==> src/rtl/rest_pkg.sv <==
`default_nettype none
// ---------------------------------------------------------------------------
// Module : rest_pkg
// Brief  : Shared types and constants for the bit-serial subtractor.
// Rev    : 1.0  initial release
// ---------------------------------------------------------------------------
package rest_pkg;

   localparam int DEFAULT_WIDTH = 4;

   typedef enum logic [1:0] {
      IDLE = 2'd0,
      RUN  = 2'd1,
      DONE = 2'd2
   } state_t;

endpackage : rest_pkg
`default_nettype wire

==> src/rtl/rest1b.sv <==
`default_nettype none
// ---------------------------------------------------------------------------
// Module : rest1b
// Brief  : Combinational 1-bit full subtractor, d = a - b - bi.
// Rev    : 1.0  initial release
// ---------------------------------------------------------------------------
module rest1b (
   input  logic a,
   input  logic b,
   input  logic bi,
   output logic d,
   output logic bo
);

   // Difference bit and borrow-out of a single bit position
   always_comb begin
      d  = a ^ b ^ bi;
      bo = (~a & b) | (~(a ^ b) & bi);
   end

endmodule : rest1b
`default_nettype wire

==> src/rtl/rest_serial.sv <==
`default_nettype none
// ---------------------------------------------------------------------------
// Module : rest_serial
// Brief  : Bit-serial two's-complement subtractor, Diff = A - B - Bin,
//          one bit per clock LSB first, with start/busy/done handshake.
// Rev    : 1.0  initial release
// ---------------------------------------------------------------------------
module rest_serial
   import rest_pkg::*;
#(
   parameter int WIDTH = DEFAULT_WIDTH
) (
   input  logic             clk,
   input  logic             rst_n,
   input  logic             start,
   input  logic [WIDTH-1:0] A,
   input  logic [WIDTH-1:0] B,
   input  logic             Bin,
   output logic             busy,
   output logic             done,
   output logic [WIDTH-1:0] Diff,
   output logic             Bout,
   output logic             Ovf
);

   localparam int             CNT_W    = (WIDTH > 1) ? $clog2(WIDTH) : 1;
   localparam logic [CNT_W-1:0] LAST_BIT = CNT_W'(WIDTH - 1);

   state_t             state;
   state_t             state_nxt;
   logic [WIDTH-1:0]   a_sr;
   logic [WIDTH-1:0]   b_sr;
   logic [WIDTH-1:0]   res_sr;
   logic               borrow;
   logic [CNT_W-1:0]   cnt;

   logic               cell_d;
   logic               cell_bo;
   logic               accept;
   logic               last_bit;
   logic [WIDTH-1:0]   res_shifted;

   // Start is only honoured between operations; in RUN it is ignored
   assign accept      = start && ((state == IDLE) || (state == DONE));
   assign last_bit    = (state == RUN) && (cnt == LAST_BIT);
   assign res_shifted = {cell_d, res_sr[WIDTH-1:1]};

   rest1b u_cell (
      .a  (a_sr[0]),
      .b  (b_sr[0]),
      .bi (borrow),
      .d  (cell_d),
      .bo (cell_bo)
   );

   // State register
   always_ff @(posedge clk or negedge rst_n) begin
      if (!rst_n) state <= IDLE;
      else        state <= state_nxt;
   end

   // Next-state decode
   always_comb begin
      state_nxt = state;
      case (state)
         IDLE:    if (start) state_nxt = RUN;
         RUN:     if (last_bit) state_nxt = DONE;
         DONE:    state_nxt = start ? RUN : IDLE;
         default: state_nxt = IDLE;
      endcase
   end

   // Status outputs decoded from state
   always_comb begin
      busy = (state == RUN);
      done = (state == DONE);
   end

   // Operand shift registers, borrow flop, bit counter and result registers
   always_ff @(posedge clk or negedge rst_n) begin
      if (!rst_n) begin
         a_sr   <= '0;
         b_sr   <= '0;
         res_sr <= '0;
         borrow <= 1'b0;
         cnt    <= '0;
         Diff   <= '0;
         Bout   <= 1'b0;
         Ovf    <= 1'b0;
      end else if (accept) begin
         a_sr   <= A;
         b_sr   <= B;
         res_sr <= '0;
         borrow <= Bin;
         cnt    <= '0;
      end else if (state == RUN) begin
         a_sr   <= a_sr >> 1;
         b_sr   <= b_sr >> 1;
         res_sr <= res_shifted;
         borrow <= cell_bo;
         cnt    <= cnt + 1'b1;
         // On the last bit the cell inputs are the operand MSBs
         if (last_bit) begin
            Diff <= res_shifted;
            Bout <= cell_bo;
            Ovf  <= (a_sr[0] != b_sr[0]) && (cell_d != a_sr[0]);
         end
      end
   end

endmodule : rest_serial
`default_nettype wire

==> config.mk <==
export PLATFORM = sky130hd
export DESIGN_NAME = rest_serial
export DESIGN_NICKNAME = d
export VERILOG_FILES = /design/src/rtl/rest_pkg.sv /design/src/rtl/rest1b.sv /design/src/rtl/rest_serial.sv
export SDC_FILE = /design/constraint.sdc
export NUM_CORES = 1
export LEC_CHECK = 0
export ABC_CLOCK_PERIOD_IN_PS = 1220
export BUFFER_PORTS_ARGS = -buffer_cell sky130_fd_sc_hd__buf_2
export CAP_MARGIN = 15
export CORE_ASPECT_RATIO = 1.1
export CORE_UTILIZATION = 47
export DETAILED_ROUTE_END_ITERATION = 10
export GPL_ROUTABILITY_DRIVEN = 1
export PLACE_DENSITY = 0.72
export SLEW_MARGIN = 25
export SYNTH_ARGS = -nofsm -noshare
export SYNTH_HDL_FRONTEND = slang
export SYNTH_SLANG_ARGS = --single-unit
==> constraint.sdc <==
create_clock -name clk -period 1.22 [get_ports clk]
set_input_delay 0.244 -clock clk [delete_from_list [all_inputs] [get_ports clk]]
set_output_delay 0.244 -clock clk [all_outputs]
set_load 0.01 [all_outputs]
# After elaboration in Yosys (flattened, before gate mapping)
# Cells that the tools add are included.
op_classes:
  n_addsub: 1
  eq_ne: 7
  n_mux: 14
  bitwise_logic: 8
  n_reduce_logical: 8
op_table:
  columns: ["cell", "count"]
  rows:
  - ["$mux 4", 6]
  - ["$mux 2", 4]
  - ["$pmux 2 s3", 1]
  - ["$eq 2x2->1 const B", 2]
  - ["$logic_and 1x1->1", 3]
  - ["$mux 1", 3]
  - ["$not 1->1", 3]
  - ["$reduce_and 3->1", 1]
  - ["$add 2x1->2 const B", 1]
  - ["$and 1x1->1", 2]
  - ["$eq 2x1->1 const B", 1]
  - ["$logic_not 2->1", 1]
  - ["$ne 1x1->1", 2]
  - ["$ne 2x1->1 const B", 1]
  - ["$ne 2x2->1 const B", 1]
  - ["$reduce_and 2->1", 1]
  - ["$reduce_bool 2->1", 1]
  - ["$xor 1x1->1", 2]
  - ["$logic_or 1x1->1", 1]
  - ["$or 1x1->1", 1]
totals:
  ff_bits: 23
  inputBits: 12
  wordCells: 47

# Logic depth before layout (Yosys ltp)
# Gate-level depths: netlist of run 1.
depth:
  word_depth: 6
  mapped_depth: 4
  ltp_nobuf: 4

# Cells and area by module
# Synthesis of run 1 repeated with hierarchy kept, for this count alone.
hier_totals:
  cells_unflattened: 94
  hier_area_um2: 1146.1
by_module_without_submodules:
  columns: ["mod", "instances", "cells_each", "area_each_um2", "seq_area_each_um2"]
  rows:
  - ["rest_serial", 1, 90, 1114.8, 550.5]
  - ["rest1b", 1, 4, 31.3, 0.0]

# Worst setup path before layout of run 1
# No wires, ideal clock.
synth_timing:
  kind: "flip-flop to flip-flop"
  startpoint: "register b_sr[0]"
  endpoint: "register Ovf"
  arrival_ns: 1.210
  path_slack_ns: -0.086
  stages_incl_launch_ff: 5
  synth_period_minus_slack_ns: 1.306
  path_cell_list: "dfrtp_1 -> inv_1 -> fa_1 -> xnor2_1 -> o31ai_1"
synth_between:
  elab_chain_cells: 4
  word_cells_on_any_way: 5
synth_rtl:
  columns: ["item", "line", "text"]
  rows:
  - ["from (decl)", "rest_serial.sv:32", "logic [WIDTH-1:0] b_sr;"]
  - ["from (signal assigned)", "rest_serial.sv:98", "b_sr <= b_sr >> 1;"]
  - ["$xor 1x1->1 (2 in series)", "rest1b.sv:17", "d = a ^ b ^ bi;"]
  - ["net cell_d", "rest_serial.sv:37", "logic cell_d;"]
  - ["$ne 1x1->1", "rest_serial.sv:106", "Ovf <= (a_sr[0] != b_sr[0]) && (cell_d != a_sr[0]);"]
  - ["$logic_and 1x1->1", "rest_serial.sv:106", null]
  - ["to (signal assigned)", "rest_serial.sv:106", null]
  - ["to (decl)", "rest_serial.sv:23", "output logic Ovf"]
# The timed path passes the listed nets, and every way through them passes these cells.
# A chain may end at the register's enable or synchronous reset.

# Final worst setup path of run 1
# Same ends and word-level chain as after synthesis.

==> results.toml, run 1 <==
[status]
status = "complete, but fails checks"
violations = "setup timing"

[power_and_ir_drop]
peakVddDrop_v = 0.00148
power.static_leakage_uw = 0.000766
cellPowerDensity_mw_per_mm2 = 2740

[worst_setup_path]
critPathArrivalTime_ps = 1640
crit_path_end_kind = "flip-flop"
cp_max_fo = 3
r2r_cells = 4
critical_path_class = "reg2reg"
r2r_end = "Ovf"
r2r_slack_ps = -200
timing.rr.start = "b_sr[0]"
crit_required_ps = 1450
cp-start-kind = "flip-flop"

[sta]
rsz0062_at_grt = "yes"
whs_ps = 148
finalCriticalPeriod_ps = 1420
period_share = 1.16
tightest_slew_ps = 486
setup_ws_ps = -196
setup_viol = 16
slew_headroom = 0.676
timing.final.hold_violations = 0
max_freq_ghz = 0.706
clock_skew_ps = 1.96
slew_violations = 0

[grt]
grt_pass1_wl_mm = 3.43
globalRouteTotalUtil = 0.207
grt_max_degree = 23
antenna_found_initial = 0
grt_pass1_vias = 796
grt-ovfl-total = 0

[cts]
tritoncts = "built"
clock-root-buffer = "clkbuf_4"
clock_path_buffers = 2
clkSinkCount = 22
htree_num_levels = 1
cts_inserted_buffers = 3
clkTransAtPathRegs_ps = 120
clock_insertion_delay_worst_skew_ps = 310

[floorplan]
start_util = 0.510
die_w_um = 46.9
row_count = 17
io_pins = 20
dieHeight_um = 51.4
die_area_sq_mm = 0.00241
core_area_sq_mm = 0.00204

[placement]
hpwl_mm = 1.34
place_congestion = 0.763
io_buffers = 19
preCtsSetupSlack_ps = -105

[worst_hold_path]
min_delay_path_depth = 2
min_from = "B[3]"
min_to = "b_sr[3]"
hp-class = "in2reg"

[yosys]
ys.warnings.count = 0
synth_top_area_cell = "dfrtp_1"
ys_top_cells_by_area = "dfrtp_1 53%, mux2_2 6.5%, a22o_1 5.9%"
synth_area_sq_mm = 0.00104
avgSynthCellArea_sq_um = 12.5
yosysTopAreaCellShare = 0.529
synth-seq-cells = 22
yosysUniqueCellTypes = 26
synth_fp_nets = 98
ys_seq_area_frac = 0.529
synth_cells = 83

[detailed_routing]
ant_nets = 0
drc = 0
num_vias = 831
vias_per_cell = 5.29
dr.pass1.iters = 4
routed_wirelength_mm = 2.32
wl_per_cell_um = 14.8
drtIter0Drc = 13

[layout]
area_growth_pct = 45.6
final_common_cell = "dfrtp_1"
mostFrequentLayoutCells = "20 x dfrtp_1, 18 x buf_2, 17 x buf_4"
utilization = 0.742
drive_gt1_frac = 0.566
n_antenna_cell = 0
nFillCells = 143
fin_nets = 145

[run]
drv_cap = 0
[metal layers]
layer,up-vias,wire length [um],part of all wire,GRT usage
li1,388,-,-,-
met1,414,1020,0.44,0.255
met2,23,1190,0.51,0.333
met3,6,52,0.022,0.0353
met4,0,54,0.023,0.114
met5,-,0,0,0
[cells by family (layout without fill, tap and decap cells)]
| logic type | after synthesis | count (layout) | share of synthesized area |
|---|---|---|---|
| simple gates | 12 | 12 | 0.0841 |
| buf+inv | 11 | 57 | 0.0493 |
| fa+ha+maj | 3 | 3 | 0.0433 |
| mux | 9 | 9 | 0.0937 |
| flops | 22 | 22 | 0.529 |
| compound gates | 24 | 24 | 0.184 |
| xor+xnor | 2 | 2 | 0.0168 |
[layout make-up]
type,instances,area (sq um),area share
clock buffer,4,36.3,0.0239
tap,28,35.0,0.0231
inverter,8,32.5,0.0215
sequential,22,553,0.365
timing repair buffer,45,342,0.225
multi-input combinational,50,517,0.341
[cell usage after synthesis]
master and instances:
dfrtp_1 22, a22o_1 7, inv_1 7, a21oi_1 6, mux2_2 6, a211oi_1 3, and2b_1 3, mux2i_1 3
o22ai_1 3, buf_2 2, ha_1 2, nand2_1 2, nor2b_1 2, o21ai_0 2, xnor2_1 2, a21o_4 1
a221oi_4 1, buf_6 1, fa_1 1, inv_2 1, nand2b_1 1, nand2b_2 1, nand3b_4 1, nor2_1 1
nor2_2 1, o31ai_1 1
[state kept, by name, summed over array words and instances (netlist names)]
name	count
Bout	1
Diff	4
Ovf	1
a_sr	4
b_sr	4
borrow	1
cnt	2
res_sr	3
state	2
[power breakdown]
part	switching [uW]	internal, uW	total (uW)
registers	240	1070	1310
logic	1020	1420	2440
clock network	228	182	411
[worst max path at each step]
| stage | end | cells after the start | slack, ps | from |
|---|---|---|---|---|
| final | Ovf | 4 | -200 | b_sr[0] |
| after global routing | done | 3 | -240 | state[1] |
| after CTS | done | 3 | -150 | state[1] |
| after detailed placement | Ovf | 4 | -100 | b_sr[0] |
| after global placement | Ovf | 4 | -80 | b_sr[0] |
| after floorplan | Ovf | 4 | -90 | b_sr[0] |
[repair_timing]
action,CTS,global route
hold buffers,1,0
gates cloned,0,0
pin swaps,4,4
setup endpoints to repair,10,17
hold endpoints to repair,22,0
buffers inserted,6,7
resized for setup,10,21
[per-stage QoR]
stage | setup TNS, ps | cell area [sq um] | instances | power, uW
6_report | -1650 | 1520 | 157 | 4160
5_1_grt | -2290 | 1520 | 157 | 4470
4_1_cts | -637 | 1370 | 151 | 3640
3_5_place_dp | -245 | 1250 | 140 | 3010
3_3_place_gp | -162 | 1250 | 140 | 2950
2_1_floorplan | -200 | 1040 | 83 | 2420
[worst max-delay path, stage by stage (launching register included)]
cell,delay (ps)
dfrtp_1,410
inv_1,90
fa_1,470
xnor2_1,160
o31ai_1,200
(Power assumes the default switching activity.)
==> run 2: changes to the inputs <==
--- a/config.mk
+++ b/config.mk
@@ -9,10 +9,9 @@
 export BUFFER_PORTS_ARGS = -buffer_cell sky130_fd_sc_hd__buf_2
 export CAP_MARGIN = 15
 export CORE_ASPECT_RATIO = 1.1
-export CORE_UTILIZATION = 47
+export CORE_UTILIZATION = 40
 export DETAILED_ROUTE_END_ITERATION = 10
 export GPL_ROUTABILITY_DRIVEN = 1
-export PLACE_DENSITY = 0.72
 export SLEW_MARGIN = 25
 export SYNTH_ARGS = -nofsm -noshare
 export SYNTH_HDL_FRONTEND = slang
==> results.toml, run 2 (synthesis gave the netlist of run 1 again) <==
[status]
status = "complete, but fails checks"
violations = "setup timing"

[worst_hold_path]
min_to = "b_sr[3]"
hp-class = "in2reg"
min_delay_path_depth = 2
min_from = "B[3]"

[sta]
tns_ps = -522
period_share = 1.12
max_freq_ghz = 0.733
finalCriticalPeriod_ps = 1360
rsz0062_at_grt = "yes"
slew_violations = 0
clock_skew_ps = 2.35
tightest_slew_ps = 498
setup_ws_ps = -145
timing.final.hold_violations = 0
setup_viol = 10
slew_headroom = 0.668

[cts]
clock_path_buffers = 2
cts_inserted_buffers = 3
clkSinkCount = 22
clkTransAtPathRegs_ps = 120
clock_insertion_delay_worst_skew_ps = 300
htree_num_levels = 1
tritoncts = "built"
clock-root-buffer = "clkbuf_4"

[layout]
final_area_sq_mm = 0.00146
n_antenna_cell = 0
fin_nets = 143
stdcell_count = 157
drive_gt1_frac = 0.556
area_growth_pct = 39.9
mostFrequentLayoutCells = "20 x dfrtp_1, 18 x buf_2, 16 x buf_4"
final_common_cell = "dfrtp_1"
reg_top3 = "Diff (4), a_sr (4), b_sr (4)"

[placement]
io_buffers = 19
preCtsSetupSlack_ps = -107
place_inst = 142
place_congestion = 0.769
dpl_cell_area_sq_mm = 0.00124
hpwl_mm = 1.41

[worst_setup_path]
critPathArrivalTime_ps = 1120
critical_path_class = "reg2out"
crit_path_end_kind = "primary output"
r2r_slack_ps = -130
path_cells = "buf_6 > nor2b_4 > buf_2"
slowest_delay_ps = 460
r2r_end = "Ovf"
r2r_cells = 4
path_delay_family = "flip-flops"
timing.rr.start = "b_sr[0]"
path_buf_inv = 2
cp-start-kind = "flip-flop"
cp_max_fo = 4
cp_slowest_cell = "dfrtp_2"
crit_required_ps = 980

[detailed_routing]
num_vias = 787
drc = 0
vias_per_cell = 5.01
ant_nets = 0
routed_wirelength_mm = 2.11
wl_per_cell_um = 13.4
dr.pass1.iters = 4
drtIter0Drc = 4

[floorplan]
die_w_um = 50.6
dieHeight_um = 55.5
core_area_sq_mm = 0.00247
row_count = 19
die_area_sq_mm = 0.00281
start_util = 0.421
io_pins = 20

[power_and_ir_drop]
peakVddDrop_v = 0.00156
power.static_leakage_uw = 0.000738
cellPowerDensity_mw_per_mm2 = 2630
p_total_uw = 3830

[grt]
globalRouteTotalUtil = 0.173
grt_pass1_wl_mm = 3.66
grt_pass1_vias = 765
grt_max_degree = 23
antenna_found_initial = 0
grt-ovfl-total = 0

[run]
drv_cap = 0
[run 2: worst max path at each step]
| stage | to | startpoint | slack (ps) | cells past startpoint |
|---|---|---|---|---|
| final | done | state[1] | -140 | 3 |
| after detailed placement | Ovf | borrow | -110 | 4 |
| after floorplan | Ovf | b_sr[0] | -90 | 4 |
| after CTS | done | state[1] | -160 | 3 |
| after global routing | Ovf | b_sr[0] | -200 | 4 |
| after global placement | Ovf | b_sr[0] | -80 | 4 |
[run 2: worst reg2reg max path, delay by kind of cell, from the launching register on]
| kind | cells | cell delay, ps |
|---|---|---|
| adders and majority gates | 1 | 590 |
| DFF | 1 | 370 |
| AOI/OAI and AO/OA | 1 | 190 |
| xor gates and xnor gates | 1 | 70 |
| buffers and inverters | 1 | 50 |
[run 2: report_power, final]
group	total [uW]	internal [uW]	leakage, uW	switching (uW)
Clock	321	115	0.0000138	206
Sequential	1280	1070	0.000269	208
Combinational	2230	1290	0.000455	940
Total	3830	2480	0.000738	1350
[run 2: through the flow]
step | hold slack, ps | util
global route | 166 | 0.589
CTS | 154 | 0.557
finish | 162 | 0.589
detailed placement | 244 | 0.503
global placement | 233 | 0.503
floorplan | -51.6 | -
[run 2: area by class of cell]
| class | instances | area, sq um |
|---|---|---|
| fill | 214 | 1020 |
| timing repair buffer | 43 | 310 |
| multi-input combinational | 50 | 502 |
| tap | 31 | 38.8 |
| clock buffer | 3 | 22.5 |
| sequential | 22 | 553 |
| inverter | 8 | 30.0 |
[run 2: per-layer routing]
layer  global-route usage  routed length (um)  vias up
met5                    0                   0        -
met3               0.0248                  57        2
li1                     -                   -      383
met4               0.0595                  13        0
met2                0.269                1060       16
met1                0.246                 980      386
[run 2: timing repair]
item                                    4_1_cts  5_1_grt
gates resized for setup                      13       14
endpoints found under the setup margin       14       19
setup buffers                                 8        3
hold endpoints to repair                     22        0
hold buffers                                  1        0
pin swaps                                     3        5
